==> config.mk <==
export PLATFORM = sky130hd
export DESIGN_NAME = risc_mem_arbiter
export DESIGN_NICKNAME = d
export VERILOG_FILES = /design/src/rtl/risc_pkg.sv /design/src/rtl/risc_arb_starve_ctr.sv /design/src/rtl/risc_mem_arbiter.sv
export SDC_FILE = /design/constraint.sdc
export NUM_CORES = 1
export LEC_CHECK = 0
export CORE_UTILIZATION = 37
export CTS_CLUSTER_DIAMETER = 150
export DETAILED_ROUTE_END_ITERATION = 8
export PLACE_DENSITY = 0.71
export RECOVER_POWER = 50
export SLEW_MARGIN = 0
export SYNTH_ARGS = -nofsm -noshare
export SYNTH_HDL_FRONTEND = slang
export SYNTH_SLANG_ARGS = --single-unit
==> constraint.sdc <==
create_clock -name clk -period 2.4 [get_ports clk]
set_clock_uncertainty 0.1 [all_clocks]
set_input_delay 0.48 -clock clk [delete_from_list [all_inputs] [get_ports clk]]
set_output_delay 0.48 -clock clk [all_outputs]
set_load 0.005 [all_outputs]
==> src/rtl/risc_pkg.sv <==
// risc_pkg
//   Shared definitions for the RISC core memory subsystem.
//   - DEF_AWIDTH / DEF_DWIDTH : default memory geometry (32 x 8)
//   - WAIT_W                  : width of the debug starvation counter
//   - arb_state_e             : memory arbiter state encoding
//   - HLT..JMP                : core opcode constants
//   - sat_inc                 : saturating increment helper
package risc_pkg;

  localparam int DEF_AWIDTH = 5;
  localparam int DEF_DWIDTH = 8;
  localparam int WAIT_W     = 4;

  typedef enum logic [1:0] {
    IDLE    = 2'd0,
    CPU_ACC = 2'd1,
    DBG_ACC = 2'd2
  } arb_state_e;

  localparam logic [2:0] HLT = 3'd0;
  localparam logic [2:0] SKZ = 3'd1;
  localparam logic [2:0] ADD = 3'd2;
  localparam logic [2:0] AND = 3'd3;
  localparam logic [2:0] XOR = 3'd4;
  localparam logic [2:0] LDA = 3'd5;
  localparam logic [2:0] STO = 3'd6;
  localparam logic [2:0] JMP = 3'd7;

  function automatic logic [WAIT_W-1:0] sat_inc(
    input logic [WAIT_W-1:0] val,
    input logic [WAIT_W-1:0] lim
  );
    return (val >= lim) ? lim : val + WAIT_W'(1);
  endfunction

endpackage

==> src/rtl/risc_arb_starve_ctr.sv <==
// risc_arb_starve_ctr
//   Counts consecutive arbitration edges at which a pending debug request
//   lost to the CPU. Saturates at MAX_WAIT; starve flags the saturated value.
//   Ports:
//     clk      in  : clock, rising edge
//     rst      in  : asynchronous active-low reset
//     dbg_req  in  : debug request (live)
//     dbg_win  in  : debug wins arbitration at this edge
//     starve   out : wait count has reached MAX_WAIT
module risc_arb_starve_ctr
  import risc_pkg::*;
#(
  parameter int MAX_WAIT = 4
) (
  input  logic clk,
  input  logic rst,
  input  logic dbg_req,
  input  logic dbg_win,
  output logic starve
);

  localparam logic [WAIT_W-1:0] WAIT_LIM = WAIT_W'(MAX_WAIT);

  logic [WAIT_W-1:0] wait_cnt;

  always_ff @(posedge clk or negedge rst) begin
    if (!rst) begin
      wait_cnt <= '0;
    end else if (!dbg_req || dbg_win) begin
      wait_cnt <= '0;
    end else begin
      wait_cnt <= sat_inc(wait_cnt, WAIT_LIM);
    end
  end

  assign starve = (wait_cnt == WAIT_LIM);

endmodule

==> src/rtl/risc_mem_arbiter.sv <==
// risc_mem_arbiter
//   Serializes CPU and debug/loader accesses onto the single program/data
//   memory, one access per clock. Debug has absolute priority while the core
//   is halted; while running, debug wins once it has been stalled MAX_WAIT
//   consecutive edges.
//   Ports:
//     clk, rst                     : clock, asynchronous active-low reset
//     halt                         : core halted flag
//     cpu_req/we/addr/wdata        : CPU command (hold until cpu_gnt)
//     cpu_gnt                      : CPU access executing this cycle
//     cpu_rdata/cpu_valid          : registered CPU read data + 1-cycle pulse
//     dbg_*                        : same as cpu_* for the debug port
//     mem_rd/mem_wr/addr/wdata     : memory strobes and command
//     mem_rdata                    : memory read data, same cycle as mem_rd
//
//   state   | meaning
//   --------+---------------------------------
//   IDLE    | no access
//   CPU_ACC | CPU access executing
//   DBG_ACC | debug access executing
module risc_mem_arbiter
  import risc_pkg::*;
#(
  parameter int AWIDTH   = DEF_AWIDTH,
  parameter int DWIDTH   = DEF_DWIDTH,
  parameter int MAX_WAIT = 4
) (
  input  logic              clk,
  input  logic              rst,
  input  logic              halt,
  input  logic              cpu_req,
  input  logic              cpu_we,
  input  logic [AWIDTH-1:0] cpu_addr,
  input  logic [DWIDTH-1:0] cpu_wdata,
  output logic              cpu_gnt,
  output logic [DWIDTH-1:0] cpu_rdata,
  output logic              cpu_valid,
  input  logic              dbg_req,
  input  logic              dbg_we,
  input  logic [AWIDTH-1:0] dbg_addr,
  input  logic [DWIDTH-1:0] dbg_wdata,
  output logic              dbg_gnt,
  output logic [DWIDTH-1:0] dbg_rdata,
  output logic              dbg_valid,
  output logic              mem_rd,
  output logic              mem_wr,
  output logic [AWIDTH-1:0] mem_addr,
  output logic [DWIDTH-1:0] mem_wdata,
  input  logic [DWIDTH-1:0] mem_rdata
);

  arb_state_e        state;
  arb_state_e        state_nxt;
  logic              cpu_win;
  logic              dbg_win;
  logic              starve;
  logic              busy;
  logic              cmd_we;
  logic [AWIDTH-1:0] cmd_addr;
  logic [DWIDTH-1:0] cmd_wdata;

  risc_arb_starve_ctr #(
    .MAX_WAIT (MAX_WAIT)
  ) u_starve_ctr (
    .clk     (clk),
    .rst     (rst),
    .dbg_req (dbg_req),
    .dbg_win (dbg_win),
    .starve  (starve)
  );

  // State register
  always_ff @(posedge clk or negedge rst) begin
    if (!rst) begin
      state <= IDLE;
    end else begin
      state <= state_nxt;
    end
  end

  // Next state: arbitration happens at every edge regardless of the current
  // state, so a requester presenting its next command during gnt gets
  // back-to-back service. A lone debug request wins even while running.
  always_comb begin
    dbg_win   = 1'b0;
    cpu_win   = 1'b0;
    state_nxt = IDLE;
    if (dbg_req && (halt || starve || !cpu_req)) begin
      dbg_win   = 1'b1;
      state_nxt = DBG_ACC;
    end else if (cpu_req) begin
      cpu_win   = 1'b1;
      state_nxt = CPU_ACC;
    end
  end

  // Outputs
  always_comb begin
    busy      = (state != IDLE);
    cpu_gnt   = (state == CPU_ACC);
    dbg_gnt   = (state == DBG_ACC);
    mem_wr    = busy && cmd_we;
    mem_rd    = busy && !cmd_we;
    mem_addr  = busy ? cmd_addr  : '0;
    mem_wdata = busy ? cmd_wdata : '0;
  end

  // Command register: winner's command is captured at the arbitration edge.
  always_ff @(posedge clk or negedge rst) begin
    if (!rst) begin
      cmd_we    <= 1'b0;
      cmd_addr  <= '0;
      cmd_wdata <= '0;
    end else if (dbg_win) begin
      cmd_we    <= dbg_we;
      cmd_addr  <= dbg_addr;
      cmd_wdata <= dbg_wdata;
    end else if (cpu_win) begin
      cmd_we    <= cpu_we;
      cmd_addr  <= cpu_addr;
      cmd_wdata <= cpu_wdata;
    end
  end

  // Read completion: capture at the edge that ends the read's gnt cycle.
  always_ff @(posedge clk or negedge rst) begin
    if (!rst) begin
      cpu_rdata <= '0;
      cpu_valid <= 1'b0;
      dbg_rdata <= '0;
      dbg_valid <= 1'b0;
    end else begin
      cpu_valid <= (state == CPU_ACC) && !cmd_we;
      dbg_valid <= (state == DBG_ACC) && !cmd_we;
      if ((state == CPU_ACC) && !cmd_we) begin
        cpu_rdata <= mem_rdata;
      end
      if ((state == DBG_ACC) && !cmd_we) begin
        dbg_rdata <= mem_rdata;
      end
    end
  end

endmodule

==> metrics.log, run 1 <==
INFO  metric antennaDiodeCount = 0
INFO  metric drive_gt1_frac = 0.271
INFO  metric clock_tree.htree_level_count = 2
INFO  metric timing_worst_setup_path_type = in2reg
INFO  metric gpl.final_weighted_congestion = 0.726
INFO  metric synth_top_cells_by_area = sky130_fd_sc_hd__dfrtp_1, sky130_fd_sc_hd__mux2_2, sky130_fd_sc_hd__mux2_4, sky130_fd_sc_hd__nor2b_1, sky130_fd_sc_hd__ha_1
INFO  metric relSlewSlack = 0.399
INFO  metric p_comb_frac = 0.297
INFO  metric yosys_register_bits = 38
INFO  metric worstSkewPairLatency = 290 ps
INFO  metric detail_route.vias_per_cell = 4.73
INFO  metric power.density_cell_area = 672 mW/mm²
INFO  metric dpl_cell_area = 0.00258 mm²
INFO  metric synthDominantCellAreaShare = 0.536
INFO  metric worstPathMaxFanout = 16
INFO  metric cpMaxStageDelayCell = sky130_fd_sc_hd__clkbuf_1
INFO  metric cp-end-kind = flip-flop
INFO  metric setup_viol = 0
INFO  metric grt_setup_unrepaired = false
INFO  metric detail-route-antenna-nets = 0
INFO  metric vdd.ir_drop.worst = 0.000368 V
INFO  metric worst_ep_required_time = 2480 ps
INFO  metric hold_bufs_at_cts = 0
INFO  metric status = complete, but fails checks
INFO  metric netlist_area = 0.00177 mm²
INFO  metric power.internal = 0.00136 W
INFO  metric routed_wl = 3620 µm
INFO  metric floorplan.io_pins = 76
INFO  metric area_of_the_multi_input_gates = 749 µm²
INFO  metric track_usage = 0.159
INFO  metric path_cells = clkdlybuf4s50_1, clkbuf_1, mux2_2, mux2_4
INFO  metric die_width = 71.2 µm
INFO  metric cap_violations = 0
INFO  metric critPathBufInv = 2
INFO  metric fin_crit = 2210 ps
INFO  metric place.detailed.hpwl = 2760 µm
INFO  metric worst-r2r-cell-count = 6
INFO  metric synth.yosys.seq_area_share = 0.536
INFO  metric fmax = 453 MHz
INFO  metric grt_first_pass_wirelength = 6160 µm
INFO  metric synth.distinct_cells = 23
INFO  metric placement_rows = 24
INFO  metric placement.io_buffers = 75
INFO  metric vias_post_dr = 1224
INFO  metric filler_instances = 354
INFO  metric layout.cell_area.non_filler = 0.00266 mm²
INFO  metric hold_viol_final = 0
INFO  metric die_h = 71.2 µm
INFO  metric min_path_type = in2async
INFO  metric violations_in_the_final_reports = DRC
INFO  metric core-area = 0.00447 mm²
INFO  metric synth_top_cells_by_count = sky130_fd_sc_hd__dfrtp_1, sky130_fd_sc_hd__mux2_2, sky130_fd_sc_hd__nor2b_1
INFO  metric grt_pass1_vias = 1345
INFO  metric crit_path_start_kind = input port
INFO  metric fin_nets = 249
INFO  metric root_buffer = sky130_fd_sc_hd__clkbuf_8
INFO  metric globalRoute.totalOverflow = 0
INFO  metric post-synth-top-count-cell = sky130_fd_sc_hd__dfrtp_1
INFO  metric tritoncts = done
INFO  metric sw_frac_of_total = 0.237
INFO  metric synthesis.nets = 168
INFO  metric worst-slew-pin-transition = 902 ps
INFO  metric power_switching = 0.000424 W
INFO  metric antenna_found_initial = 0
INFO  metric r2r_setup_slack = 590 ps
INFO  metric path_clk_slew = 70 ps
INFO  metric synthCells = 125
INFO  metric cts_buffers = 5
INFO  metric syn-mean-instance-area = 14.2 µm²
INFO  metric postCtsSetupRepairBufs = 0
INFO  metric worst_ep_arrival_time = 2280 ps
INFO  metric drcViolationCount = 7
INFO  metric synth_enable_flop_cells = 0
INFO  metric tns = 0 ps
INFO  metric pwr-share-clk = 0.249
INFO  metric area_delta_synth_final = 50.0%
INFO  metric max_stage_delay = 650 ps
INFO  metric largest_net_degree_at_the_start_of_global_routing = 39
INFO  metric synth_top_cell_by_area = sky130_fd_sc_hd__dfrtp_1
INFO  metric clk_path_buf_depth = 2
INFO  metric leading_register_cell_type_out_of_synthesis = sky130_fd_sc_hd__dfrtp_1
INFO  metric drt_first_iter_violations = 57
INFO  metric numClockSinks = 38
INFO  metric seq_power_share = 0.454
INFO  metric floorplan.initialDensity = 0.396
INFO  metric area_of_the_die = 0.00507 mm²
INFO  metric p_leak = 1.12 nW
INFO  metric min_period_over_period = 0.919
INFO  metric final-seq-area = 951 µm²
INFO  metric detailedRoute.firstPassIterationCount = 6
INFO  metric reg2reg_from = u_starve_ctr.wait_cnt[0]
INFO  metric post_cts.resized_instances = 0
INFO  metric synth-async-reset-ratio = 1.00
INFO  metric routed_wire_length_per_instance = 14.0 µm
INFO  metric path_delay_family = buffers and inverters
INFO  metric timing.final.max_slew_violations = 0
INFO  metric ys.warnings.count = 0
INFO  metric worstReg2RegEnd = cmd_wdata[6]
==> kinds of logic (layout without fill, tap and decap cells) <==
| family | after synthesis | after routing | share of synthesized area |
|---|---|---|---|
| buffers and inverters | 10 | 92 | 0.0409 |
| AND/OR/NAND/NOR | 27 | 27 | 0.0953 |
| other | 1 | 1 | 0.00212 |
| adder cells (fa/ha/maj) | 2 | 2 | 0.0141 |
| multiplexers | 44 | 44 | 0.296 |
| AO/OA/AOI/OAI | 3 | 3 | 0.0148 |
| flip-flops | 38 | 38 | 0.536 |
==> power groups by stage <==
| stage | logic, W | registers [W] | clock network (W) |
|---|---|---|---|
| floorplan | 0.000203 | 0.000822 | 0 |
| global placement | 0.000529 | 0.000818 | 0 |
| detailed placement | 0.000539 | 0.000825 | 0 |
| CTS | 0.000541 | 0.000813 | 0.000465 |
| global route | 0.000575 | 0.000828 | 0.000496 |
| finish | 0.000531 | 0.000812 | 0.000446 |
==> sequential cells by signal, summed over array words and instances (netlist names) <==
name                   count
cmd_addr                   5
u_starve_ctr.wait_cnt      4
cpu_rdata                  8
cpu_valid                  1
cmd_we                     1
state                      2
dbg_rdata                  8
cmd_wdata                  8
dbg_valid                  1
==> per-layer routing <==
metal | vias up | part of all wire | global-route usage
met5 | - | 0 | 0
met4 | 0 | 0.011 | 0.0556
met3 | 5 | 0.096 | 0.0577
met2 | 66 | 0.46 | 0.256
met1 | 569 | 0.44 | 0.199
li1 | 584 | - | -
==> placed cells by master (no fill, tap or decap), drive strengths merged, types with 2 or more instances in the layout <==
cell           instances
nor2                   2
dfrtp                 38
mux2                  44
clkbuf                10
nor2b                 18
buf                    2
inv                    4
ha                     2
o21ai                  2
clkdlybuf4s50         74
==> how the worst max path moves through the flow <==
stage,start,endpoint,slack [ps],depth (start not counted)
after floorplan,u_starve_ctr.wait_cnt[0],cmd_addr[0],710,6
after detailed placement,halt,cmd_wdata[6],270,5
after CTS,state[1],mem_wdata[3],240,4
after global routing,cpu_req,cmd_wdata[2],110,4
after global placement,halt,cmd_addr[3],330,5
final,cpu_req,cmd_wdata[6],190,4
==> layout make-up <==
type	count	share of cell area
sequential	38	0.357
multi-input combinational	77	0.282
inverter	4	0.00564
tap	52	0.0245
clock buffer	6	0.0310
clock inverter	2	0.00470
timing repair buffer	80	0.295
==> metrics by stage <==
stage               setup slack (ps)  hold slack [ps]  total power, W   util  std cells
floorplan                        712             84.4         0.00102      -        125
global placement                 327              353         0.00135  0.576        251
detailed placement               267              371         0.00136  0.576        251
CTS                              242              204         0.00182  0.597        259
global route                     106              297         0.00190  0.595        259
finish                           194              214         0.00179  0.595        259
(Power assumes the default switching activity.)
==> inputs of run 2 (changes only) <==
--- a/config.mk
+++ b/config.mk
@@ -10,7 +10,6 @@
 export DETAILED_ROUTE_END_ITERATION = 8
 export PLACE_DENSITY = 0.71
 export RECOVER_POWER = 50
-export SLEW_MARGIN = 0
 export SYNTH_ARGS = -nofsm -noshare
 export SYNTH_HDL_FRONTEND = slang
 export SYNTH_SLANG_ARGS = --single-unit
==> constraint.sdc (replaced) <==
create_clock -name clk -period 2.76 [get_ports clk]
set_clock_uncertainty 0.1 [all_clocks]
set_input_delay 0.552 -clock clk [delete_from_list [all_inputs] [get_ports clk]]
set_output_delay 0.552 -clock clk [all_outputs]
set_load 0.005 [all_outputs]
==> metrics.log, run 2 (same netlist as run 1, synthesis figures left out) <==
INFO  metric timing.hold.ws = 385 ps
INFO  metric worst-slew-pin-transition = 1940 ps
INFO  metric cp-end-kind = flip-flop
INFO  metric worstSkewPairLatency = 270 ps
INFO  metric postCtsSetupRepairBufs = 0
INFO  metric final_common_cell = sky130_fd_sc_hd__clkdlybuf4s50_1
INFO  metric post_cts.resized_instances = 0
INFO  metric hold_bufs_at_cts = 0
INFO  metric worst_ep_required_time = 2820 ps
INFO  metric worstPathMaxFanout = 16
INFO  metric relSlewSlack = -0.294
INFO  metric crit_path_start_kind = input port
INFO  metric grt_setup_unrepaired = false
INFO  metric area_delta_synth_final = 47.8%
INFO  metric met2RoutedLength = 1590 µm
INFO  metric fin_total_pwr = 0.00149 W
INFO  metric drcViolationCount = 7
INFO  metric path_delay_family = buffers and inverters
INFO  metric numClockSinks = 38
INFO  metric routed-wl-met3 = 396 µm
INFO  metric antenna_found_initial = 0
INFO  metric tritoncts = done
INFO  metric path_cells = dlygate4sd3_1, clkbuf_1, mux2_2, mux2_4
INFO  metric grt_pass1_vias = 1283
INFO  metric placement.io_buffers = 75
INFO  metric timing_worst_setup_path_type = in2reg
INFO  metric filler_instances = 356
INFO  metric layoutNonFillerInstCount = 256
INFO  metric timing.final.max_slew_violations = 39
INFO  metric floorplan.initialDensity = 0.396
INFO  metric largest_net_degree_at_the_start_of_global_routing = 39
INFO  metric gpl.final_weighted_congestion = 0.716
INFO  metric fmax = 414 MHz
INFO  metric detail-route-antenna-nets = 0
INFO  metric hold_viol_final = 0
INFO  metric fin_ws = 343 ps
INFO  metric detailedRoute.firstPassIterationCount = 7
INFO  metric r2r_setup_slack = 920 ps
INFO  metric core-area = 0.00447 mm²
INFO  metric die_width = 71.2 µm
INFO  metric die_h = 71.2 µm
INFO  metric max_stage_delay = 680 ps
INFO  metric antennaDiodeCount = 0
INFO  metric setup_viol = 0
INFO  metric routed_wire_length_per_instance = 13.8 µm
INFO  metric top_layer_used = met4
INFO  metric vdd.ir_drop.worst = 0.000218 V
INFO  metric globalRoute.totalOverflow = 0
INFO  metric drt_first_iter_violations = 62
INFO  metric cts_buffers = 5
INFO  metric detail_route.wirelength.met1 = 1540 µm
INFO  metric power.density_cell_area = 567 mW/mm²
INFO  metric clk_path_buf_depth = 2
INFO  metric path_clk_slew = 60 ps
INFO  metric cap_violations = 1
INFO  metric placement_rows = 24
INFO  metric post_place_setup_slack = 577 ps
INFO  metric cpMaxStageDelayCell = sky130_fd_sc_hd__clkbuf_1
INFO  metric reg.largest.list = cmd_wdata: 8 flops, cpu_rdata: 8 flops, dbg_rdata: 8 flops
INFO  metric status = complete, but fails checks
INFO  metric track_usage = 0.152
INFO  metric post-place-cells = 249
INFO  metric min_period_over_period = 0.876
INFO  metric critPathBufInv = 2
INFO  metric min_path_type = reg2reg
INFO  metric area_of_the_die = 0.00507 mm²
INFO  metric commonest_cells_after_routing_fill_and_taps_aside = sky130_fd_sc_hd__clkdlybuf4s50_1, sky130_fd_sc_hd__dfrtp_1, sky130_fd_sc_hd__mux2_2
INFO  metric p_leak = 1.11 nW
INFO  metric fin_nets = 247
INFO  metric floorplan.io_pins = 76
INFO  metric tns = 0 ps
INFO  metric routed_wl = 3530 µm
INFO  metric vias_post_dr = 1202
INFO  metric clock_tree.htree_level_count = 2
INFO  metric fin_crit = 2420 ps
INFO  metric drive_gt1_frac = 0.255
INFO  metric place.detailed.hpwl = 2640 µm
INFO  metric violations_in_the_final_reports = DRC, capacitance limit, slew limit
INFO  metric grt_first_pass_wirelength = 5930 µm
INFO  metric worst_ep_arrival_time = 2480 ps
INFO  metric detail_route.vias_per_cell = 4.70
INFO  metric root_buffer = sky130_fd_sc_hd__clkbuf_8
==> run 2: cell count changes in the layout (fill, tap and decap cells not counted), sizes merged <==
cell and change:
clkdlybuf4s50 -11, dlygate4sd3 +11, clkbuf -1, clkinv -1, clkinvlp -1
==> run 2: per-layer routing <==
layer / GRT usage / vias to the layer above
met5: 0 / -
met2: 0.249 / 66
met4: 0.0333 / 0
met1: 0.187 / 552
met3: 0.0661 / 2
li1: - / 582
==> run 2: path summary, 6_finish.rpt <==
| check | startpoint | endpoint | cells after the start |
|---|---|---|---|
| setup / recovery | cpu_req | cmd_addr[0] | 4 |
| hold / removal | cpu_rdata[6] | cpu_rdata[6] | 1 |
| setup reg to reg | state[1] | cpu_rdata[7] | 3 |
| hold reg to reg | cpu_rdata[6] | cpu_rdata[6] | 1 |
| max in group asynchronous | rst | dbg_rdata[4] | 1 |
| min in group asynchronous | rst | dbg_rdata[6] | 1 |
==> run 2: per-stage QoR <==
stage / area, µm² / util
after floorplan: 1770 / -
after global placement: 2550 / 0.570
after detailed placement: 2550 / 0.570
after CTS: 2630 / 0.587
after global routing: 2620 / 0.586
final: 2620 / 0.586
==> run 2: power by group <==
group	internal (W)	leakage (nW)	switching, W	total, W
Clock	0.000174	0.0383	0.000164	0.000338
Combinational	0.000314	0.615	0.000131	0.000445
Sequential	0.000655	0.458	0.0000470	0.000702
==> run 2: layout make-up <==
class                      count  area, µm²  area share
multi-input combinational     77        749       0.286
sequential                    38        951       0.363
timing repair buffer          78        763       0.291
clock buffer                   7       76.3      0.0291
tap                           52       65.1      0.0248
inverter                       4       15.0     0.00573
